$ cat src/rtl/inst_fetch_if.sv
// Bundles the ROM fetch port and the ID-stage valid/ready port of the fetch unit.
// master = fetch unit, slave = ROM/ID/CTRL side.
interface inst_fetch_if;
  logic        rom_ce_o;
  logic [31:0] rom_addr_o;
  logic [31:0] rom_inst_i;
  logic        branch_flag_i;
  logic [31:0] branch_target_addr_i;
  logic        flush_i;
  logic [31:0] new_pc_i;
  logic        id_valid_o;
  logic        id_ready_i;
  logic [31:0] id_pc_o;
  logic [31:0] id_inst_o;

  modport master (
    output rom_ce_o, rom_addr_o, id_valid_o, id_pc_o, id_inst_o,
    input  rom_inst_i, branch_flag_i, branch_target_addr_i, flush_i, new_pc_i, id_ready_i
  );

  modport slave (
    input  rom_ce_o, rom_addr_o, id_valid_o, id_pc_o, id_inst_o,
    output rom_inst_i, branch_flag_i, branch_target_addr_i, flush_i, new_pc_i, id_ready_i
  );
endinterface

$ cat src/rtl/inst_fetch.sv
// OpenMIPS instruction fetch: owns the PC, fetches from a combinational ROM and
// buffers {pc, inst} pairs in a small prefetch FIFO towards the ID stage.
module inst_fetch #(
  parameter logic [31:0] RESET_PC   = 32'h0000_0000,
  parameter int          FIFO_DEPTH = 2
) (
  input  logic         clk,
  input  logic         rst,
  inst_fetch_if.master bus
);

  localparam int PTR_W = $clog2(FIFO_DEPTH);
  localparam int CNT_W = PTR_W + 1;

  logic [31:0]      pc_q;
  logic             run_q;
  logic [31:0]      fifo_pc   [FIFO_DEPTH];
  logic [31:0]      fifo_inst [FIFO_DEPTH];
  logic [PTR_W-1:0] wr_ptr;
  logic [PTR_W-1:0] rd_ptr;
  logic [CNT_W-1:0] count;

  logic        valid;
  logic        pop;
  logic        push;
  logic        redirect;
  logic        not_full;
  logic [31:0] redirect_pc;

  // A fetch may proceed into a full FIFO when the head leaves in the same cycle.
  always_comb begin
    redirect    = bus.flush_i | bus.branch_flag_i;
    redirect_pc = bus.flush_i ? {bus.new_pc_i[31:2], 2'b00}
                              : {bus.branch_target_addr_i[31:2], 2'b00};
    not_full    = count < CNT_W'(FIFO_DEPTH);
    valid       = count != '0;
    pop         = valid & bus.id_ready_i;
    push        = run_q & ~redirect & (not_full | pop);

    bus.rom_ce_o   = push;
    bus.rom_addr_o = pc_q;
    bus.id_valid_o = valid;
    bus.id_pc_o    = valid ? fifo_pc[rd_ptr]   : 32'h0;
    bus.id_inst_o  = valid ? fifo_inst[rd_ptr] : 32'h0;
  end

  always_ff @(posedge clk or negedge rst) begin
    if (!rst) begin
      pc_q  <= {RESET_PC[31:2], 2'b00};
      run_q <= 1'b0;
    end else begin
      run_q <= 1'b1;
      if (redirect) begin
        pc_q <= redirect_pc;
      end else if (push) begin
        pc_q <= pc_q + 32'd4;
      end
    end
  end

  // A redirect kills everything buffered, including a head popped that cycle.
  always_ff @(posedge clk or negedge rst) begin
    if (!rst) begin
      wr_ptr <= '0;
      rd_ptr <= '0;
      count  <= '0;
    end else if (redirect) begin
      wr_ptr <= '0;
      rd_ptr <= '0;
      count  <= '0;
    end else begin
      if (push) begin
        wr_ptr <= wr_ptr + PTR_W'(1);
      end
      if (pop) begin
        rd_ptr <= rd_ptr + PTR_W'(1);
      end
      case ({push, pop})
        2'b10:   count <= count + CNT_W'(1);
        2'b01:   count <= count - CNT_W'(1);
        default: count <= count;
      endcase
    end
  end

  always_ff @(posedge clk or negedge rst) begin
    if (!rst) begin
      for (int i = 0; i < FIFO_DEPTH; i++) begin
        fifo_pc[i]   <= 32'h0;
        fifo_inst[i] <= 32'h0;
      end
    end else if (push) begin
      fifo_pc[wr_ptr]   <= pc_q;
      fifo_inst[wr_ptr] <= bus.rom_inst_i;
    end
  end

endmodule

$ cat src/flat_wrapper.sv
// flat-port wrapper written by rule: the top's interface ports become plain ports
module inst_fetch_flat 
#(
  parameter logic [31:0] RESET_PC   = 32'h0000_0000,
  parameter int          FIFO_DEPTH = 2
)
  (clk, rst, bus_rom_ce_o, bus_rom_addr_o, bus_id_valid_o, bus_id_pc_o, bus_id_inst_o, bus_rom_inst_i, bus_branch_flag_i, bus_branch_target_addr_i, bus_flush_i, bus_new_pc_i, bus_id_ready_i);
  inst_fetch_if bus_i ();
  input  logic clk;
  input  logic rst;
  output wire logic [$bits(bus_i.rom_ce_o)-1:0] bus_rom_ce_o;
  output wire logic [$bits(bus_i.rom_addr_o)-1:0] bus_rom_addr_o;
  output wire logic [$bits(bus_i.id_valid_o)-1:0] bus_id_valid_o;
  output wire logic [$bits(bus_i.id_pc_o)-1:0] bus_id_pc_o;
  output wire logic [$bits(bus_i.id_inst_o)-1:0] bus_id_inst_o;
  input wire logic [$bits(bus_i.rom_inst_i)-1:0] bus_rom_inst_i;
  input wire logic [$bits(bus_i.branch_flag_i)-1:0] bus_branch_flag_i;
  input wire logic [$bits(bus_i.branch_target_addr_i)-1:0] bus_branch_target_addr_i;
  input wire logic [$bits(bus_i.flush_i)-1:0] bus_flush_i;
  input wire logic [$bits(bus_i.new_pc_i)-1:0] bus_new_pc_i;
  input wire logic [$bits(bus_i.id_ready_i)-1:0] bus_id_ready_i;
  assign bus_rom_ce_o = bus_i.rom_ce_o;
  assign bus_rom_addr_o = bus_i.rom_addr_o;
  assign bus_id_valid_o = bus_i.id_valid_o;
  assign bus_id_pc_o = bus_i.id_pc_o;
  assign bus_id_inst_o = bus_i.id_inst_o;
  assign bus_i.rom_inst_i = bus_rom_inst_i;
  assign bus_i.branch_flag_i = bus_branch_flag_i;
  assign bus_i.branch_target_addr_i = bus_branch_target_addr_i;
  assign bus_i.flush_i = bus_flush_i;
  assign bus_i.new_pc_i = bus_new_pc_i;
  assign bus_i.id_ready_i = bus_id_ready_i;
  inst_fetch #(.RESET_PC(RESET_PC), .FIFO_DEPTH(FIFO_DEPTH)) u_core (.clk(clk), .rst(rst), .bus(bus_i));
endmodule
$ cat config.mk
export PLATFORM = sky130hd
export DESIGN_NAME = inst_fetch_flat
export DESIGN_NICKNAME = d
export VERILOG_FILES = /design/src/rtl/inst_fetch_if.sv /design/src/rtl/inst_fetch.sv /design/src/flat_wrapper.sv
export SDC_FILE = /design/constraint.sdc
export NUM_CORES = 1
export LEC_CHECK = 0
export BUFFER_PORTS_ARGS = -buffer_cell sky130_fd_sc_hd__buf_4
export CAP_MARGIN = 20
export CELL_PAD_IN_SITES_DETAIL_PLACEMENT = 2
export CELL_PAD_IN_SITES_GLOBAL_PLACEMENT = 2
export CORE_MARGIN = 4
export CORE_UTILIZATION = 35
export DETAILED_ROUTE_END_ITERATION = 6
export GPL_TIMING_DRIVEN = 0
export HOLD_SLACK_MARGIN = 0.02
export MAX_ROUTING_LAYER = met4
export PLACE_DENSITY_LB_ADDON = 0.1
export SYNTH_ARGS = -nofsm -noshare
export SYNTH_HDL_FRONTEND = slang
export SYNTH_SLANG_ARGS = --single-unit
$ cat constraint.sdc
create_clock -name clk -period 2.3 [get_ports clk]
set_clock_uncertainty 0.1 [all_clocks]
set_input_delay 0.23 -clock clk [delete_from_list [all_inputs] [get_ports clk]]
set_output_delay 0.23 -clock clk [all_outputs]
set_load 0.02 [all_outputs]
**Word-level counts from Yosys, hierarchy flattened**

Index checks and enable logic that the tools add are counted.

- Equal/unequal tests: 2
- Multipliers: 0
- Reduce and logical (&&, ||, !) cells: 5
- Shift-type cells: 0
- $lt $le $gt $ge: 4
- Div/mod/pow operators: 0
- Bitwise logic cells: 8
- Muxes and demuxes: 21
- Add/sub/neg operators: 5

Operator list:

| cell | count |
|---|---|
| two-way mux 32 bit | 12 |
| bitwise mux 64 bit | 2 |
| adder 32 x 3 -> 32 bit, second input constant | 1 |
| demux 32 bit (select 1 bit) | 1 |
| nonzero test 2 bit | 3 |
| greater-or-equal comparator 2 bit, second input constant | 2 |
| two-way mux 1 bit | 4 |
| inverter 1 -> 2 bit | 2 |
| case mux 2 bit (2 select lines) | 1 |
| AND 1 bit | 3 |
| nonzero test 3 bit | 1 |
| adder 1 bit, second input constant | 2 |
| adder 2 x 1 -> 2 bit, second input constant | 1 |
| equality test 2 x 1 -> 1 bit, second input constant | 1 |
| equality test 2 bit, second input constant | 1 |
| < comparator 2 x 1 -> 1 bit, second input constant | 1 |
| < comparator 2 bit, second input constant | 1 |
| two-way mux 2 bit | 1 |
| OR 1 bit | 2 |
| subtractor 2 x 1 -> 2 bit, second input constant | 1 |
| logical AND 1 bit | 1 |
| inverter 1 bit | 1 |

- Word-level logic and storage cells: 54
- Memories: 0
- Bits in latches: 0
- Bits in registers: 165
- Bits of input ports: 101
- RAM bits: 0
- Output and inout port bits: 98
- Bits in read-only memories: 0

**Logic depth before layout (Yosys ltp)**

- Depth after elaboration: 7
- Depth in mapped cells: 9
- Depth with buffers taken out: 7

**Worst setup path after synthesis**

OpenSTA, ideal clock, no wires.

- Path type: register to register
- Start point: register u_core.count[0]
- End point: register u_core.count[1]
- Setup time: 0.078 ns
- Path slack: 0.215 ns
- Path buffers: 0
- Stages on the path, launching flop included: 7
- Period minus slack after synthesis: 2.085 ns
- Data required time: 2.122 ns
- Arrival: 1.907 ns
- Path through: dfrtp_1 nor2_1 inv_1 and2_1 ha_1 or3_1 a21oi_1

- Longest elaborated chain between the ends: 7
- Elaborated cells between the ends (all ways): 12
- Classes of those cells: 2 x add/sub; 1 x order compare; 2 x eq/ne; 2 x mux; 3 x bitwise; 2 x reduce/logical

RTL lines:

| what | line | text |
|---|---|---|
| from (decl) | inst_fetch.sv:21 | `logic [CNT_W-1:0] count;` |
| from (signal assigned) | inst_fetch.sv:79 | `2'b10: count <= count + CNT_W'(1);` |
| from (signal assigned) | inst_fetch.sv:80 | `2'b01: count <= count - CNT_W'(1);` |
| from (signal assigned) | inst_fetch.sv:81 | `default: count <= count;` |
| nonzero test 2 bit (*) | inst_fetch.sv:36 | `valid = count != '0;` |
| via bus_id_valid_o | flat_wrapper.sv:13 | `output wire logic [$bits(bus_i.id_valid_o)-1:0] bus_id_valid_o;` |
| AND 1 bit (*) | inst_fetch.sv:37 | `pop = valid & bus.id_ready_i;` |
| OR 1 bit | inst_fetch.sv:38 | `push = run_q & ~redirect & (not_full \| pop);` |
| AND 1 bit | inst_fetch.sv:38 |  |
| equality test 2 x 1 -> 1 bit / equality test 2 bit (equally long branches) | inst_fetch.sv:78 | `case ({push, pop})` |
| case mux 2 bit (2 select lines) | inst_fetch.sv:78 |  |
| two-way mux 2 bit | inst_fetch.sv:67 | `end else if (redirect) begin` |

Mark *: on every way through the listed nets, which the timed path passes. The rest lies on a longest branch.
A chain may end at the register's enable or synchronous reset.

**Worst setup path in the final report**

- Start point: register u_core.count[1]
- End point: register u_core.count[1]

- Longest elaborated chain between the ends: 7
- Elaborated cells between the ends (all ways): 12
- Classes of those cells: 2 x add/sub; 1 x order compare; 2 x eq/ne; 2 x mux; 3 x bitwise; 2 x reduce/logical

RTL lines:

| what | line |
|---|---|
| nonzero test 2 bit | inst_fetch.sv:36 |
| AND 1 bit | inst_fetch.sv:37 |
| OR 1 bit | inst_fetch.sv:38 |
| AND 1 bit | inst_fetch.sv:38 |
| equality test 2 x 1 -> 1 bit / equality test 2 bit (equally long branches) | inst_fetch.sv:78 |
| case mux 2 bit (2 select lines) | inst_fetch.sv:78 |
| two-way mux 2 bit | inst_fetch.sv:67 |

Parallel ways exist; a longest one is shown, timed or not.

==> metrics.md <==
| Metric | Value |
|---|---|
| Status | complete, no violations |
| Sinks on Clock Net | 159 |
| Final Hold Viols | 0 |
| Final cycle utilization of the critical path | 0.9604 |
| Yosys reg bits | 159 |
| Max Clk Rate | 452.7 MHz |
| Maxcap violations | 0 |
| Final setup vio count | 0 |
| HPWL Detailed | 17,900 um |
| Syn avg cell area | 12.45 um^2 |
| DRT iter0 DRCs | 154 |
| Clk pwr share | 0.346 |
| Clk root buf | clkbuf_16 |
| Critical path required time | ~2.5 ns |
| Global Route Usage Sum | 0.2080 |
| Pre-Repair DR Iteration Count | 6 |
| P per Cell Area | 745.0 nW/um^2 |
| Slew margin rel. | 0.6086 |
| Reg clk slew, reported paths | ~0.070 ns |
| Slowest CP cell | dfrtp_1 |
| Buf+Inv Stages, Crit Path | 2 |
| CP max stage delay | 0.43 ns |
| Setup CP Type | reg2reg |
| Post-synthesis cell type count | 50 |
| H-tree depth | 4 |
| Register area share after synthesis | 0.4828 |
| CTS buffer count | 17 |
| GPL Wtd Cong | approximately 0.81 |
| Vias per inst | 4.929 |
| WP data arrival | 2.45 ns |
| Initial Util | 0.3597 |
| Wire per inst | 20.27 um |
| Yosys Warn Count | 0 |
| Startpoint types | flop |
| RSZ-0062 raised after global routing | no |
| P&R area growth vs syn | 38.11% |
| Worst-skew pair later-pin latency | 0.43 ns |
| IO buf count | 188 |
| Die Wd | around 160 um |
| Top Ports | 199 |
| N_diodes | 0 |
| Core ar. | 22,920 um^2 |
| Combinational Power Share | 0.205 |
| DR vias | approximately 6,200 |
| Fin nets | about 1,000 |
| DIE AREA | 26,070 um^2 |
| Reg power frac | 0.448 |
| Number of cell rows | 55 |
| R2R Setup Slk | 0.09 ns |
| Hold slack final | 0.04165 ns |
| Slew Limit Fails | 0 |
| Mapped Cells | 662 |
| DRC | 0 |
| Synthesized area | approximately 8200 um^2 |
| Overall power | around 8.5 mW |
| Slew @ Worst Pin | 0.5872 ns |
| Gr ovfl total | 0 |
| Initial antenna violation count | 0 |
| CTS max path bufs | 2 |
| Pleak | 5.150 nW |
| Delay-heaviest family, CP | simple AND/OR/NAND/NOR gates |
| CTS tree | built |
| Switch Pwr | 2.404 mW |
| Sw Share | 0.2835 |
| First-pass GRT wire length | 41,660 um |
| Hold WC Path Type | in2reg |
| Antenna Nets Post-Route | 0 |
| Final min period | between 2 and 2.5 ns |
| Max FO, Critical Path | 9 |
| Layout cell share with drive strength beyond 1 | 0.4023 |
| Crit path top cell by count | buf_6 |
| Crit-path cells | nand2b_1 -> buf_6 -> and2_4 -> buf_6 -> nand2_8 -> ha_1 -> or3_1 -> a21oi_1 |
| Drt total wl | 25,640 um |
| Maximum vdd ir drop | 0.4892 mV |
| Pint | slightly above 6 mW |
| Largest net degree at the start of global routing | approximately 110 |
| Chip Height | between 150 and 200 um |
| Crit. End Element | flop |
| Number of global-route vias before repair | slightly above 7,000 |
| Post-CTS setup buffers | 0 |
## area by class of cell
type	count	area [um^2]
Timing Repair Buffer	256	2117
Buffer	43	324.1
Clock inverter	13	152.6
Fill cell	2287	11530
Clock buffer	19	452.9
Tap cell	313	391.6
Inverter	4	20.02
Sequential cell	159	3983
Multi-Input combinational cell	458	3941
## layer usage
| metal | vias to the layer above | part of all wire | track usage |
|---|---|---|---|
| li1 | 2875 | - | - |
| met1 | 3184 | 0.43 | 0.2539 |
| met2 | 149 | 0.52 | 0.3607 |
| met3 | 27 | 0.037 | 0.03598 |
| met4 | 0 | 0.012 | 0.04963 |
| met5 | - | 0 | - |
## registers in the layout, summed over array words and instances, names as in the netlist
| register | count |
|---|---|
| u_core.rd_ptr | 1 |
| u_core.count | 2 |
| u_core.fifo_pc | 60 |
| u_core.bus.rom_addr_o | 30 |
| u_core.wr_ptr | 1 |
| u_core.run_q | 1 |
| u_core.fifo_inst | 64 |
## kinds of logic after synthesis
| kind of cell | Yosys count | share of synthesized area |
|---|---|---|
| AOI/OAI and AO/OA | 59 | 0.04387 |
| and+or+nand+nor | 169 | 0.1155 |
| other | 2 | 0.0009112 |
| xor gates and xnor gates | 30 | 0.03188 |
| DFF | 159 | 0.4828 |
| muxes | 193 | 0.2807 |
| adders and majority gates | 2 | 0.003036 |
| buffers and inverters | 48 | 0.04130 |
## per-stage QoR
| stage | std cells | TNS [ns] | utilization | area, um^2 | setup WS, ns |
|---|---|---|---|---|---|
| after floorplan | 665 | 0 | - | 8253 | 0.2148 |
| final | 1265 | 0 | 0.4967 | 11380 | 0.09107 |
| after CTS | 1265 | 0 | 0.4965 | 11380 | 0.008423 |
| after detailed placement | 1167 | -0.2927 | 0.4403 | 10090 | -0.2308 |
| after global placement | 1166 | -0.1299 | 0.4388 | 10060 | -0.1245 |
| after global routing | 1265 | 0 | 0.4967 | 11380 | 0.01978 |
## power by group through the flow
| stage | clock network (mW) | registers [mW] | logic, mW |
|---|---|---|---|
| floorplan | 0 | 3.75 | 1.05 |
| global placement | 0 | 3.77 | 1.57 |
| detailed placement | 0 | 3.84 | 1.65 |
| CTS | 3.00 | 3.81 | 1.77 |
| global route | 3.12 | 3.89 | 1.91 |
| finish | 2.93 | 3.80 | 1.74 |
## synthesized netlist by cell type (all sizes together)
cell	number	area (um^2)
a21oi	26	130.1
o32ai	1	8.760
o21ai	5	25.02
inv	3	16.27
a22o	1	8.760
nand2b	1	6.260
nor3	6	30.03
conb	2	7.510
and3	6	37.54
xor2	10	87.58
and4bb	1	16.27
and2	5	33.78
a211oi	19	142.6
nor2b	18	112.6
clkbuf	14	52.55
nor3b	2	20.02
nand4	9	83.83
dfrtp	159	3979
nand3	13	70.07
a211o	1	8.760
clkinv	1	3.750
or3	2	12.51
ha	2	25.02
o22ai	6	37.54
buf	30	267.8
xnor2	20	175.2
mux2i	68	680.7
nor2	75	305.3
mux2	125	1633
and4	3	31.28
nor4	5	71.32
nand2	22	115.1
or2	1	6.260
## final timing paths
path / from / to / cells after the start
hold reg to reg: u_core.fifo_inst[44] / u_core.fifo_inst[44] / 1
min in group asynchronous: rst / u_core.fifo_inst[20] / 2
setup / recovery: u_core.count[1] / u_core.count[1] / 8
max in group asynchronous: rst / u_core.rd_ptr / 3
hold / removal: bus_branch_target_addr_i[8] / u_core.bus.rom_addr_o[8] / 3
setup reg to reg: u_core.count[1] / u_core.count[1] / 8
## worst register-to-register path, cell delays in order (launching register included)
cell and delay (ns):
dfrtp_1 0.43, nand2b_1 0.16, buf_6 0.16, and2_4 0.15, buf_6 0.14, nand2_8 0.09, ha_1 0.37, or3_1 0.38
a21oi_1 0.15
## repair_timing
action	CTS	global route
gates resized for setup	7	7
endpoints found under the setup margin	62	33
pin swaps	0	0
hold endpoints to repair	143	0
hold buffers	67	0
## cells in the final DEF (no fill, tap or decap), types with 21 or more instances in the layout
cell and n:
a21oi_1 26, buf_4 191, dfrtp_1 156, dlygate4sd3_1 67
mux2_1 21, mux2_2 44, mux2_4 60, mux2i_1 68
nor2_1 72
Power figures use the tool's default switching activity.
